### config.mk
export PLATFORM = sky130hd
export DESIGN_NAME = uart_rx_flat
export DESIGN_NICKNAME = d
export VERILOG_FILES = /design/src/rtl/uart_rx_if.sv /design/src/rtl/uart_rx.sv /design/src/flat_wrapper.sv
export SDC_FILE = /design/constraint.sdc
export NUM_CORES = 1
export LEC_CHECK = 0
export CORE_AREA = 3 3 81 83
export DETAILED_ROUTE_END_ITERATION = 7
export DIE_AREA = 0 0 84 86
export GPL_TIMING_DRIVEN = 1
export PLACE_DENSITY_LB_ADDON = 0.2
export SLEW_MARGIN = 20
export SYNTH_ARGS = -nofsm -noshare
export SYNTH_HDL_FRONTEND = slang
export SYNTH_SLANG_ARGS = --single-unit
### constraint.sdc
create_clock -name clk -period 2.1 [get_ports clk]
set_input_delay 0.315 -clock clk [delete_from_list [all_inputs] [get_ports clk]]
set_output_delay 0.315 -clock clk [all_outputs]
set_load 0.005 [all_outputs]
### src/rtl/uart_rx_if.sv
// Valid/ready holding-register handshake between the UART receiver and its consumer.
interface uart_rx_if;
    logic [7:0] rx_data;
    logic       rx_valid;
    logic       rx_ready;

    modport master (
        output rx_data,
        output rx_valid,
        input  rx_ready
    );

    modport slave (
        input  rx_data,
        input  rx_valid,
        output rx_ready
    );
endinterface

### src/rtl/uart_rx.sv
// 8N1 UART receiver on an 8x oversampled baud tick: majority vote of samples 3..5,
// valid/ready holding register, framing-error and overrun pulses.
module uart_rx #(
    parameter int OVERSAMPLE = 8
) (
    input  logic      clk,
    input  logic      rst_n,
    input  logic      baud_tick,
    input  logic      rx_serial,
    uart_rx_if.master rx,
    output logic      frame_error,
    output logic      overrun,
    output logic      busy
);

    localparam logic [2:0] LAST_SAMPLE = 3'(OVERSAMPLE - 1);
    localparam logic [2:0] STOP_EVAL   = 3'd5;

    typedef enum logic [2:0] {
        IDLE,
        START,
        DATA,
        STOP,
        WAIT_HIGH
    } state_t;

    state_t     r_state;
    state_t     w_state_nxt;
    logic [2:0] r_scnt;
    logic [2:0] w_scnt_nxt;
    logic [2:0] r_bidx;
    logic [2:0] w_bidx_nxt;
    logic       r_sync1;
    logic       r_sync2;
    logic       r_s3;
    logic       r_s4;
    logic       r_s5;
    logic [7:0] r_shift;
    logic [7:0] r_data;
    logic       r_valid;
    logic       r_ferr;
    logic       r_ovr;
    logic       w_rxs;
    logic       w_maj;
    logic       w_sampling;
    logic       w_shift_en;
    logic       w_stop_ok;
    logic       w_stop_bad;
    logic       w_load;

    function automatic logic majority3(input logic a, input logic b, input logic c);
        return (a & b) | (a & c) | (b & c);
    endfunction

    always_ff @(posedge clk or negedge rst_n) begin
        if (!rst_n) begin
            r_sync1 <= 1'b1;
            r_sync2 <= 1'b1;
        end else begin
            r_sync1 <= rx_serial;
            r_sync2 <= r_sync1;
        end
    end

    assign w_rxs = r_sync2;

    // STOP is judged on the scnt=5 tick itself, so the third sample is taken live.
    assign w_maj      = majority3(r_s3, r_s4, (r_scnt == STOP_EVAL) ? w_rxs : r_s5);
    assign w_sampling = baud_tick && (r_state inside {START, DATA, STOP});

    always_ff @(posedge clk) begin
        if (w_sampling) begin
            case (r_scnt)
                3'd3:    r_s3 <= w_rxs;
                3'd4:    r_s4 <= w_rxs;
                3'd5:    r_s5 <= w_rxs;
                default: ;
            endcase
        end
        if (w_shift_en) begin
            r_shift <= {w_maj, r_shift[7:1]};
        end
    end

    always_ff @(posedge clk or negedge rst_n) begin
        if (!rst_n) begin
            r_state <= IDLE;
            r_scnt  <= 3'd0;
            r_bidx  <= 3'd0;
        end else begin
            r_state <= w_state_nxt;
            r_scnt  <= w_scnt_nxt;
            r_bidx  <= w_bidx_nxt;
        end
    end

    always_comb begin
        w_state_nxt = r_state;
        w_scnt_nxt  = r_scnt;
        w_bidx_nxt  = r_bidx;
        w_shift_en  = 1'b0;
        w_stop_ok   = 1'b0;
        w_stop_bad  = 1'b0;
        if (baud_tick) begin
            case (r_state)
                IDLE: begin
                    w_scnt_nxt = 3'd0;
                    if (!w_rxs) begin
                        w_state_nxt = START;
                    end
                end
                START: begin
                    w_scnt_nxt = r_scnt + 3'd1;
                    if (r_scnt == LAST_SAMPLE) begin
                        w_scnt_nxt  = 3'd0;
                        w_bidx_nxt  = 3'd0;
                        w_state_nxt = w_maj ? IDLE : DATA;
                    end
                end
                DATA: begin
                    w_scnt_nxt = r_scnt + 3'd1;
                    if (r_scnt == LAST_SAMPLE) begin
                        w_scnt_nxt = 3'd0;
                        w_shift_en = 1'b1;
                        if (r_bidx == 3'd7) begin
                            w_state_nxt = STOP;
                        end else begin
                            w_bidx_nxt = r_bidx + 3'd1;
                        end
                    end
                end
                STOP: begin
                    w_scnt_nxt = r_scnt + 3'd1;
                    if (r_scnt == STOP_EVAL) begin
                        w_scnt_nxt  = 3'd0;
                        w_stop_ok   = w_maj;
                        w_stop_bad  = !w_maj;
                        w_state_nxt = w_maj ? IDLE : WAIT_HIGH;
                    end
                end
                WAIT_HIGH: begin
                    w_scnt_nxt = 3'd0;
                    if (w_rxs) begin
                        w_state_nxt = IDLE;
                    end
                end
                default: begin
                    w_scnt_nxt  = 3'd0;
                    w_state_nxt = IDLE;
                end
            endcase
        end
    end

    // A consumer taking the old byte in the delivery cycle frees the register for the new one.
    assign w_load = w_stop_ok && (!r_valid || rx.rx_ready);

    always_ff @(posedge clk or negedge rst_n) begin
        if (!rst_n) begin
            r_data  <= 8'h00;
            r_valid <= 1'b0;
            r_ferr  <= 1'b0;
            r_ovr   <= 1'b0;
        end else begin
            r_ferr <= w_stop_bad;
            r_ovr  <= w_stop_ok && r_valid && !rx.rx_ready;
            if (w_load) begin
                r_data  <= r_shift;
                r_valid <= 1'b1;
            end else if (r_valid && rx.rx_ready) begin
                r_valid <= 1'b0;
            end
        end
    end

    assign rx.rx_data  = r_data;
    assign rx.rx_valid = r_valid;
    assign frame_error = r_ferr;
    assign overrun     = r_ovr;
    assign busy        = (r_state != IDLE);

endmodule
### src/flat_wrapper.sv
// flat-port wrapper written by rule: the top's interface ports become plain ports
module uart_rx_flat 
#(
    parameter int OVERSAMPLE = 8
)
  (clk, rst_n, baud_tick, rx_serial, frame_error, overrun, busy, rx_rx_data, rx_rx_valid, rx_rx_ready);
  uart_rx_if rx_i ();
  input  logic clk;
  input  logic rst_n;
  input  logic baud_tick;
  input  logic rx_serial;
  output logic frame_error;
  output logic overrun;
  output logic busy;
  output wire logic [$bits(rx_i.rx_data)-1:0] rx_rx_data;
  output wire logic [$bits(rx_i.rx_valid)-1:0] rx_rx_valid;
  input wire logic [$bits(rx_i.rx_ready)-1:0] rx_rx_ready;
  assign rx_rx_data = rx_i.rx_data;
  assign rx_rx_valid = rx_i.rx_valid;
  assign rx_i.rx_ready = rx_rx_ready;
  uart_rx #(.OVERSAMPLE(OVERSAMPLE)) u_core (.clk(clk), .rst_n(rst_n), .baud_tick(baud_tick), .rx_serial(rx_serial), .rx(rx_i), .frame_error(frame_error), .overrun(overrun), .busy(busy));
endmodule
Yosys cells after proc, flatten, opt, wreduce, memory -nomap -nowiden. Cells that the tools add are included.

$add $sub $neg: 2. Eq/ne operators: 16. Multiplexer cells: 28. Bitwise gates (word level): 5. Reduce and logical (&&, ||, !) cells: 19.

Operator list (count): two-way mux 3 bit (12); equality test 3 bit (second input constant) (5); one-hot mux 3 bit (5 select lines) (1); two-way mux 1 bit (12); one-hot mux 3 bit (2 select lines) (2); inequality test 2 bit (second input constant) (5); equality test 3 x 2 -> 1 bit (second input constant) (3); AND reduction 7 bit (1); adder 3 x 1 -> 3 bit (second input constant) (2); nonzero test 3 bit (2); logical AND 1 bit (5); AND reduction 5 bit (1); inequality test 2 x 1 -> 1 bit (second input constant) (2); AND reduction 2 bit (2); nonzero test 2 bit (2); bitwise AND 1 bit (3); equality test 3 x 1 -> 1 bit (second input constant) (1); zero test 1 bit (3); zero test 3 bit (1); two-way mux 2 bit (1); bitwise OR 1 bit (2); OR reduction 2 bit (1); logical OR 1 bit (1).

Register bits after elaboration: 33. Output and inout port bits: 12.

Depth between registers and ports, before layout. Gate-level depths: netlist of run 1.

Depth after elaboration: 10. Mapped depth: 7. Depth with buffers taken out: 7.

Least setup slack after synthesis of run 1. No wires, ideal clock.

Path kind: reg2reg. Start point: register u_core.r_scnt[0]. End point: register u_core.r_data[0], in the netlist u_core.rx.rx_data[0]. Data arrival time: 1.954 ns. Setup slack: 0.021 ns. Stages on the path, launching flop included: 7. Path through: dfrtp_1 > ha_1 > a21bo_2 > and3_1 > or4b_4 > buf_6 > mux2_4.

Cells in the longest elaborated chain, start to end: 9. Elaborated cells between the ends (all ways): 10.

Ends and longest elaborated chain: start: declaration (line uart_rx.sv:29) `logic [2:0] r_scnt;`; start signal: assignment (line uart_rx.sv:92) `r_scnt <= w_scnt_nxt;`; equality test 3 bit (*) (line uart_rx.sv:68, uart_rx.sv:134); two-way mux 1 bit (line uart_rx.sv:68) `assign w_maj = majority3(r_s3, r_s4, (r_scnt == STOP_EVAL) ? w_rxs : r_s5);`; bitwise AND 1 bit (line uart_rx.sv:52) `return (a & b) | (a & c) | (b & c);`; bitwise OR 1 bit (2 in series) (line uart_rx.sv:52); two-way mux 1 bit (*) (line uart_rx.sv:134) `if (r_scnt == STOP_EVAL) begin`; two-way mux 1 bit (*) (line uart_rx.sv:105) `case (r_state)`; two-way mux 1 bit (*) (line uart_rx.sv:104) `if (baud_tick) begin`; logical AND 1 bit (*) (line uart_rx.sv:156) `assign w_load = w_stop_ok && (!r_valid || rx.rx_ready);`; end signal: assignment (line uart_rx.sv:168) `r_data <= r_shift;`; end: declaration (line uart_rx.sv:39) `logic [7:0] r_data;`.

Mark *: on every way between the ends. The rest lies on a longest branch, timed or not. A chain may end at the register's enable or synchronous reset.

Worst setup path after layout of run 1.
Start point: register u_core.r_scnt[0]. End point: register u_core.r_data[1], in the netlist u_core.rx.rx_data[1].

The elaborated chain is that of the path after synthesis.

==> results.tsv, run 1 <==
metric	value	unit
first-pass GRT wire length	4640	um
synth-to-layout area growth	30.1	%
worst reg2reg path startpoint	u_core.r_scnt[0]	
proportion of netlist area held by the largest area contributor	33.9	%
RSZ-0062 raised after global routing	true	
number of enable-type register cells in the synthesized netlist	11	
number of cells traversed by the worst register-to-register path	5	
Cell Pwr Density	732	mW/mm^2
post-synthesis net count	124	
via total after detailed routing	956	
clock latency of the later-clocked register in the worst-skew pair	280	ps
slowest CP cell	sky130_fd_sc_hd__or4b_4	
count of pins on the block boundary	17	
critical path arrival	2220	ps
cell total after placement	212	
TritonCTS Buffers	5	
cell leakage power	0.860	nW
effective utilization at floorplan	24.9	%
count of unique library cells instantiated by Yosys	35	
Async SR Flop Fraction	66.7	%
Antenna Cells	0	
transition time at the pin with the least slew margin	416	ps
sequential fraction of the synthesis area	59.8	%
Std-Cell Core Area	0.00592	mm^2
average routed wire per standard cell	12.6	um
number of global-route vias before repair	993	
mean instance size in the synthesized netlist	13.3	um^2
total clock sinks	33	
detailed-route wire length	2780	um
aggregate global-route resource usage	8.22	%
maximum count of clock buffers along a single path	2	
Initial DRT Pass Iterations	4	
detail-routed via count per cell	4.33	
htree depth	2	
chip width	84	um
CP startpoint kind	register	
Post-Layout Cell Count	221	
Detailed Place HPWL	2010	um
CTS Hold Bufs	0	
total gr overflow	0	
Critical Path Sink Type	register	
startpoint-to-endpoint class of the critical path	reg2reg	
largest incremental delay on the critical path	620	ps
Final Hold Fails	0	
primary flip-flop cell chosen by synthesis mapping	sky130_fd_sc_hd__dfrtp_1	
run status	finished clean	
Ys Warns	0	
count of mapped cells out of synthesis	111	
CTS tree	built	
min setup slack post-route	51.6	ps
endpoint required time on the critical path	2270	ps
clock root buffer	sky130_fd_sc_hd__clkbuf_8	
DRC marker count from the first detailed-route iteration	47	
cell row count	28	
layout cell share with drive strength beyond 1	30.1	%
hold slack	360	ps
number of remaining DRC errors	0	
clock slew at the register clock pins of the worst setup and hold paths	70	ps
source of the critical timing path	u_core.r_scnt[0]	
maxcap violations	0	
Buffers on Ports	16	
number of register bits inferred by synthesis	33	
timing endpoint of the critical path	u_core.rx.rx_data[1]	
vertical die dimension	86	um
top cell types by occurrence after synthesis	sky130_fd_sc_hd__dfrtp_1, sky130_fd_sc_hd__edfxtp_1, sky130_fd_sc_hd__ha_1, sky130_fd_sc_hd__mux2_4, sky130_fd_sc_hd__o21ai_0	
number of antenna violations at the first check in global routing	0	
cell types occupying the most area after synthesis	sky130_fd_sc_hd__dfrtp_1, sky130_fd_sc_hd__edfxtp_1, sky130_fd_sc_hd__mux2_4	
type of the most critical hold path	reg2reg	
largest net degree at the start of global routing	23	
final setup vio count	0	
peak supply drop	0.285	mV
clock tree skew after final layout	6.55	ps
post-route ant nets	0	
routability congestion estimate from global placement	0.759	
DP Worst Slack	-116	ps
headroom to the max-slew limit	72.0	%
time the worst path needs with I/O delays and setup	2050	ps
Tcrit/Tclk final	97.5	%
most frequently used cell type in the post-synthesis netlist	sky130_fd_sc_hd__dfrtp_1	
flop-to-flop setup slack	50	ps
final core utilization	32.4	%
library cell occupying the most area in the post-synthesis netlist	sky130_fd_sc_hd__dfrtp_1	
net total in the final layout	158	
Die Area	0.00722	mm^2
number of slew-limit violations in the final report	0	
sequence of cells on the critical path	ha_4 -> a21bo_2 -> and3_4 -> or4b_4 -> mux2_4	
top fanout value on the critical path	8	
maximum clock rate	0.488	GHz
area of the mapped netlist	0.00148	mm^2
worst reg2reg endpoint	u_core.rx.rx_data[1]	
[repair_timing]
| action | CTS | global route |
|---|---|---|
| setup endpoints to repair | 8 | 8 |
| setup buffers | 0 | 1 |
| pin swaps | 1 | 1 |
| hold endpoints to repair | 0 | 0 |
| gates resized for setup | 3 | 1 |
[where the power goes]
part	internal, W	total [W]	switching, W
logic	0.000120	0.000235	0.000115
registers	0.000688	0.000704	0.0000155
clock network	0.000229	0.000468	0.000239
total	0.00104	0.00141	0.000370
[stage by stage]
step	total power, W	setup TNS, ps	cell area [um^2]
6_report	0.00141	0	1920
5_1_grt	0.00148	-125	1920
4_1_cts	0.00143	0	1910
3_5_place_dp	0.000934	-880	1810
3_3_place_gp	0.000931	-740	1810
2_1_floorplan	0.000835	0	1480
[routing by layer]
layer  routed length, um  global-route usage (%)  part of all wire (%)
met1                1330                    10.0                    48
met2                1260                    12.9                    45
met3                 143                    2.88                   5.1
met4                  41                    4.09                   1.5
met5                   0                       0                     0
[cell usage in the layout, fill, tap and decap left out, drive strengths merged, types with 2 or more instances in the layout]
master and count:
a22o 2, and2 2, and3 3, buf 14, clkbuf 5, clkdlybuf4s50 16
clkinv 2, dfrtp 20, dfstp 2, edfxtp 11, ha 8, inv 6
mux2 10, nand2 5, nand2b 3, nand3 2, nor2 6, nor2b 2
nor3 3, o21ai 7, or2 3
[worst min path at each step]
| stage | from | endpoint | slack [ps] | depth (start not counted) |
|---|---|---|---|---|
| 2_1_floorplan | rst_n | u_core.frame_error | 20 | 0 |
| 3_3_place_gp | u_core.r_sync1 | u_core.r_sync2 | 350 | 0 |
| 3_5_place_dp | u_core.r_sync1 | u_core.r_sync2 | 350 | 0 |
| 4_1_cts | u_core.r_sync1 | u_core.r_sync2 | 360 | 0 |
| 5_1_grt | u_core.r_sync1 | u_core.r_sync2 | 360 | 0 |
| 6_report | u_core.r_sync1 | u_core.r_sync2 | 360 | 0 |
[critical path, delay by kind of cell (launching register included)]
kind	cells	cell delay (ps)
flip-flops	1	410
adder cells (fa/ha/maj)	1	200
AO/OA/AOI/OAI	1	200
AND/OR/NAND/NOR	2	800
multiplexers	1	330
[layout make-up]
cell class                 count  area [um^2]
tap                           75         93.8
clock inverter                 3         17.5
fill                         575         4000
inverter                       6         22.5
sequential                    33          883
clock buffer                   5         68.8
timing repair buffer          30          265
multi-input combinational     69          569
[state kept, by name (all words and copies together), names as in the netlist]
name and cells:
u_core.r_sync1 1, u_core.r_s4 1, u_core.r_sync2 1, u_core.r_shift 8
u_core.rx.rx_data 8, u_core.r_state 3, u_core.r_bidx 3, u_core.overrun 1
u_core.frame_error 1, u_core.r_scnt 3, u_core.rx.rx_valid 1, u_core.r_s3 1
u_core.r_s5 1
[logic make-up (layout without fill, tap and decap cells)]
family / count (synthesis) / count (layout) / synth area share, %
compound gates: 17 / 17 / 7.80
mux: 10 / 10 / 9.66
buf+inv: 9 / 44 / 2.80
simple gates: 33 / 33 / 12.5
xor+xnor: 1 / 1 / 0.593
flops: 33 / 33 / 59.8
fa+ha+maj: 8 / 8 / 6.78
(Power assumes the default switching activity.)
==> inputs of run 2 (changes only) <==
--- a/config.mk
+++ b/config.mk
@@ -6,7 +6,7 @@
 export NUM_CORES = 1
 export LEC_CHECK = 0
-export CORE_AREA = 3 3 81 83
+export CORE_AREA = 3 3 59 61
 export DETAILED_ROUTE_END_ITERATION = 7
-export DIE_AREA = 0 0 84 86
+export DIE_AREA = 0 0 62 64
 export GPL_TIMING_DRIVEN = 1
 export PLACE_DENSITY_LB_ADDON = 0.2
==> constraint.sdc (replaced) <==
create_clock -name clk -period 2.1 [get_ports clk]
set_input_delay 0.315 -clock clk [delete_from_list [all_inputs] [get_ports clk]]
set_output_delay 0.315 -clock clk [all_outputs]
set_load 0.02 [all_outputs]
==> run 2 against run 1 <==
  * Core utilization increased by 29 points
  * Sequential share of layout area increased by 1.2 points
  * Critical path depth increased by 1
  * First-iteration DRC count decreased by 30%
  * Critical path type unchanged
  * Clock skew increased by 8.1 ps
  * Cell count decreased by 14%
  * Non-clock buffer count decreased by 1
  * Fmax decreased by 1.1%
  * Via count decreased by 1.2%
==> results.tsv, run 2 (synthesized netlist as in run 1, its figures left out) <==
metric	value	unit	change
time the worst path needs with I/O delays and setup	2070	ps	+22.0 ps
CP startpoint kind	register		
type of the most critical hold path	in2async		
Most Crowded Layer GR	met1		
maximum clock rate	0.483	GHz	-1.1%
via total after detailed routing	945		-1.2%
total clock sinks	33		unchanged
htree depth	2		unchanged
Die Area	0.00397	mm^2	-45%
top fanout value on the critical path	8		unchanged
endpoint required time on the critical path	2320	ps	+50 ps
transition time at the pin with the least slew margin	396	ps	-19.9 ps
net total in the final layout	157		-0.63%
Initial DRT Pass Iterations	4		unchanged
run status	finished clean		
Antenna Cells	0		unchanged
cell leakage power	0.861	nW	+0.15%
maximum count of clock buffers along a single path	2		unchanged
final setup vio count	0		unchanged
critical path arrival	2290	ps	+70 ps
Post-Layout Cell Count	189		-14%
Detailed Place HPWL	1980	um	-1.1%
Buffers on Ports	16		unchanged
detailed-route wire length	2750	um	-1.1%
clock tree skew after final layout	14.6	ps	+8.07 ps
vertical die dimension	64	um	-26%
CTS tree	built		
largest net degree at the start of global routing	23		unchanged
most frequent cells in the layout	sky130_fd_sc_hd__dfrtp_1, sky130_fd_sc_hd__clkdlybuf4s50_1, sky130_fd_sc_hd__buf_4		
RSZ-0062 raised after global routing	true		
clock latency of the later-clocked register in the worst-skew pair	340	ps	+60 ps
Tcrit/Tclk final	98.6	%	+1.0 points
number of global-route vias before repair	993		unchanged
Critical Path Sink Type	register		
DP Worst Slack	-128	ps	-11.8 ps
Cell Pwr Density	768	mW/mm^2	+4.8%
clock slew at the register clock pins of the worst setup and hold paths	110	ps	+40 ps
leading cell type in the layout, fill and taps excluded	sky130_fd_sc_hd__dfrtp_1		
routability congestion estimate from global placement	0.872		+15%
min setup slack post-route	29.6	ps	-22.0 ps
routing usage on met3	3.84	%	+0.96 points
count of pins on the block boundary	17		unchanged
cell total after placement	180		-15%
synth-to-layout area growth	26.8	%	
post-route ant nets	0		unchanged
global routing met2 resource utilization	22.8	%	+9.9 points
layout cell share with drive strength beyond 1	29.0	%	-1.2 points
detail-routed via count per cell	5.00		+16%
Final Hold Fails	0		unchanged
total gr overflow	0		unchanged
number of cells traversed by the worst register-to-register path	6		+1
chip width	62	um	-26%
worst reg2reg endpoint	u_core.rx.rx_data[4]		
DRC marker count from the first detailed-route iteration	33		-30%
GR Util met1	23.2	%	+13 points
worst reg2reg path startpoint	u_core.r_scnt[1]		
CTS Hold Bufs	0		unchanged
flop-to-flop setup slack	30	ps	-20 ps
peak supply drop	0.504	mV	+77%
first-pass GRT wire length	4690	um	+1.2%
number of slew-limit violations in the final report	0		unchanged
number of antenna violations at the first check in global routing	0		unchanged
maxcap violations	0		unchanged
headroom to the max-slew limit	73.3	%	+1.3 points
startpoint-to-endpoint class of the critical path	reg2reg		
aggregate global-route resource usage	16.2	%	+8.0 points
effective utilization at floorplan	48.8	%	+24 points
clock root buffer	sky130_fd_sc_hd__clkbuf_4		
number of remaining DRC errors	0		unchanged
TritonCTS Buffers	5		unchanged
cell row count	20		-29%
average routed wire per standard cell	14.6	um	+16%
Std-Cell Core Area	0.00303	mm^2	-49%
==> run 2: cell count changes in the layout (fill, tap and decap cells not counted) <==
cell / before / now
sky130_fd_sc_hd__buf_4: 14 / 13
sky130_fd_sc_hd__bufinv_16: 0 / 1
sky130_fd_sc_hd__clkbuf_1: 0 / 1
sky130_fd_sc_hd__clkbuf_4: 0 / 5
sky130_fd_sc_hd__clkbuf_8: 5 / 1
sky130_fd_sc_hd__clkdlybuf4s50_1: 16 / 15
sky130_fd_sc_hd__clkinv_2: 2 / 0
sky130_fd_sc_hd__clkinvlp_4: 1 / 0
sky130_fd_sc_hd__dlygate4sd2_1: 0 / 1
==> run 2: per-stage QoR <==
stage	TNS (ps)	area [um^2]	power [W]	util, %	hold WS (ps)
global route	-87.5	1870	0.00150	61.8	325
CTS	0	1860	0.00144	61.4	325
floorplan	0	1480	0.000845	-	19.4
global placement	-699	1760	0.000935	58.2	347
detailed placement	-949	1760	0.000939	58.2	349
finish	0	1870	0.00144	61.8	314
==> run 2: how the worst max path moves through the flow <==
stage	startpoint	endpoint	slack, ps	cells past startpoint
6_report	u_core.r_scnt[1]	u_core.rx.rx_data[4]	30	6
5_1_grt	u_core.r_scnt[1]	u_core.rx.rx_data[4]	-20	6
3_5_place_dp	baud_tick	u_core.rx.rx_data[0]	-130	5
3_3_place_gp	baud_tick	u_core.rx.rx_data[5]	-90	5
2_1_floorplan	u_core.r_scnt[0]	u_core.rx.rx_data[0]	20	6
4_1_cts	u_core.r_scnt[1]	u_core.rx.rx_data[0]	9	6
==> run 2: layer usage <==
metal | share of wire, % | wire length, um
met1 | 47 | 1290
met2 | 46 | 1270
met3 | 5.4 | 149
met4 | 1.7 | 46
met5 | 0 | 0
==> run 2: critical path: stages, from the launching register on <==
cell,delay [ps]
sky130_fd_sc_hd__dfrtp_1,380
sky130_fd_sc_hd__inv_2,60
sky130_fd_sc_hd__ha_4,170
sky130_fd_sc_hd__a21bo_2,200
sky130_fd_sc_hd__and3_4,180
sky130_fd_sc_hd__or4b_4,620
sky130_fd_sc_hd__mux2_4,330
==> run 2: cell type report <==
| class | count | area (um^2) |
|---|---|---|
| flip-flops and latches | 33 | 883 |
| inverters | 6 | 22.5 |
| clock inverters | 1 | 30.0 |
| clock buffers | 7 | 55.1 |
| fillers | 245 | 1160 |
| multi-input cells | 69 | 569 |
| repair buffers | 29 | 256 |
| well taps | 44 | 55.1 |
==> run 2: where the power goes <==
group / total, W / internal [W] / switching [W]
clock network: 0.000498 / 0.000284 / 0.000214
logic: 0.000235 / 0.000112 / 0.000123
registers: 0.000703 / 0.000688 / 0.0000152
total: 0.00144 / 0.00108 / 0.000352
==> run 2: repair_timing <==
| item | in CTS | in global routing |
|---|---|---|
| resized for setup | 4 | 1 |
| endpoints found under the setup margin | 9 | 8 |
| pin swaps | 1 | 2 |
| setup buffers | 0 | 1 |
==> RTL change: new RTL, flow settings as in run 1 <==
Reset style: synchronous (`rst_n`), changed in 3 clocked blocks.
--- a/src/rtl/uart_rx.sv
+++ b/src/rtl/uart_rx.sv
@@ -52,7 +52,7 @@
         return (a & b) | (a & c) | (b & c);
     endfunction
 
-    always_ff @(posedge clk or negedge rst_n) begin
+    always_ff @(posedge clk) begin
         if (!rst_n) begin
             r_sync1 <= 1'b1;
             r_sync2 <= 1'b1;
@@ -82,7 +82,7 @@
         end
     end
 
-    always_ff @(posedge clk or negedge rst_n) begin
+    always_ff @(posedge clk) begin
         if (!rst_n) begin
             r_state <= IDLE;
             r_scnt  <= 3'd0;
@@ -155,7 +155,7 @@
     // A consumer taking the old byte in the delivery cycle frees the register for the new one.
     assign w_load = w_stop_ok && (!r_valid || rx.rx_ready);
 
-    always_ff @(posedge clk or negedge rst_n) begin
+    always_ff @(posedge clk) begin
         if (!rst_n) begin
             r_data  <= 8'h00;
             r_valid <= 1'b0;
Formal check against the unedited RTL: differs if rst_n is asserted again (counterexample within 4 cycles, from zero or initial values and one cycle with rst_n low); with rst_n held inactive, the same outputs for 10 cycles.
==> RTL change against run 1 <==
Synthesized cell count up 30%; sequential cell count unchanged; routed wire length down 3.0%; clock skew down 0.0034 ns; synthesized area down 0.42%; worst setup slack better by 0.13 ns; design area down 6.5%; non-clock buffer count down 11; maximum frequency up 6.6%; largest cell class unchanged.
Power is not compared: it rests on default switching activity, and its combinational part moved more than twofold at a synthesized area within 25%.
==> RTL change: results <==
set metrics [dict create \
    pre_cts_ws_ns 0.197 \
    async_reset_ff_share_pct 0 \
    post_cts_resized 0 \
    wl_per_cell_microns 11.3 \
    vdd_drop_max_v 0.000241 \
    grt_pass1_wl_mm 4.71 \
    reg2reg_to "u_core.r_state[2]$_SDFFE_PN0P_" \
    cp.arrival_ns 1.61 \
    place_congestion 0.759 \
    r2r-start "u_core.r_scnt[1]$_SDFFE_PN0P_" \
    fin_util_pct 30.3 \
    vias 1044 \
    netlist_top_cells_area "dfxtp_1 (30%), edfxtp_1 (22%), ha_1 (6.8%), nand2_1 (3.8%), o21ai_1 (3.4%)" \
    grt_max_degree 22 \
    numPortBuffers 16 \
    worstSetupStartpoint "u_core.r_state[2]$_SDFFE_PN0P_" \
    hpwlAfterDp_mm 2.04 \
    max_freq_ghz 0.520 \
    status "complete, no violations" \
    worst_clock_skew_ns 0.00320 \
    p_sw_mw 0.280 \
    grt_usage_pct 8.11 \
    nets 176 \
    synth_common_cells "dfxtp_1 (22), nand2_1 (15), edfxtp_1 (11), nor2_1 (11), o21ai_1 (10)" \
    crit_path_end "busy" \
    r2r_slack_ns 0.26 \
    syn_nets 157 \
    r2r_cells 7 \
    relSlewSlack_pct 71.1 \
    cp_max_fo 10 \
    drive_above_1_share_pct 9.76 \
]
==> RTL change: changes by cell type after synthesis, sizes merged, moves of 5 or more <==
cell	before	now
mux2	10	1
dfxtp	0	22
nand2	5	15
nor2	6	11
dfrtp	20	0
nand3	2	8
==> RTL change: worst min path at each step <==
stage / startpoint / end / cells past startpoint
floorplan: u_core.r_sync1$_SDFF_PN1_ / u_core.r_sync2$_SDFF_PN1_ / 1
finish: u_core.r_sync1$_SDFF_PN1_ / u_core.r_sync2$_SDFF_PN1_ / 1
global route: u_core.r_sync1$_SDFF_PN1_ / u_core.r_sync2$_SDFF_PN1_ / 1
global placement: u_core.r_sync1$_SDFF_PN1_ / u_core.r_sync2$_SDFF_PN1_ / 1
detailed placement: u_core.r_sync1$_SDFF_PN1_ / u_core.r_sync2$_SDFF_PN1_ / 1
CTS: u_core.r_sync1$_SDFF_PN1_ / u_core.r_sync2$_SDFF_PN1_ / 1
==> RTL change: routing by layer <==
metal	vias to the layer above	part of all wire (%)	wire, microns	global-route usage, %
li1	537	-	-	-
met1	475	50	1360	11.1
met2	29	43	1160	11.9
met3	3	5.9	160	2.59
met4	0	0.81	22	3.07
met5	-	0	0	0
==> RTL change: layout make-up <==
class	count	area, sq um	share of cell area (%)
sequential	33	771	42.9
inverter	8	30.0	1.67
multi-input combinational	96	632	35.2
timing repair buffer	19	183	10.2
clock inverter	3	17.5	0.976
tap	75	93.8	5.23
clock buffer	5	68.8	3.83
==> RTL change: logic make-up (layout without fill, tap and decap cells) <==
group	after synthesis	after routing	synth area share, %
AOI/OAI and AO/OA	22	22	9.45
xor gates and xnor gates	1	1	0.596
adders and majority gates	8	8	6.81
buffers and inverters	15	35	4.60
DFF	33	33	52.4
muxes	4	4	2.81
and+or+nand+nor	61	61	23.3
==> RTL change: worst max-delay path: stages (launching register included) <==
cell and delay, ns:
dfxtp_1 0.53, nor2_1 0.19, nand2_1 0.11, clkdlybuf4s50_1 0.50
==> RTL change: power by group through the flow <==
stage,combinational (mW),sequential (mW),clock (mW)
6_report,0.0732,0.675,0.457
5_1_grt,0.0809,0.676,0.508
4_1_cts,0.0733,0.675,0.475
3_5_place_dp,0.0723,0.689,0
3_3_place_gp,0.0727,0.689,0
2_1_floorplan,0.0576,0.680,0
==> RTL change: through the flow <==
| step | std cells | instance area (sq um) | hold WS [ns] | total power [mW] |
|---|---|---|---|---|
| after floorplan | 144 | 1470 | 0.386 | 0.738 |
| after global placement | 231 | 1710 | 0.422 | 0.762 |
| after detailed placement | 231 | 1710 | 0.399 | 0.761 |
| after CTS | 239 | 1800 | 0.423 | 1.22 |
| after global routing | 239 | 1800 | 0.446 | 1.26 |
| final | 239 | 1800 | 0.425 | 1.20 |
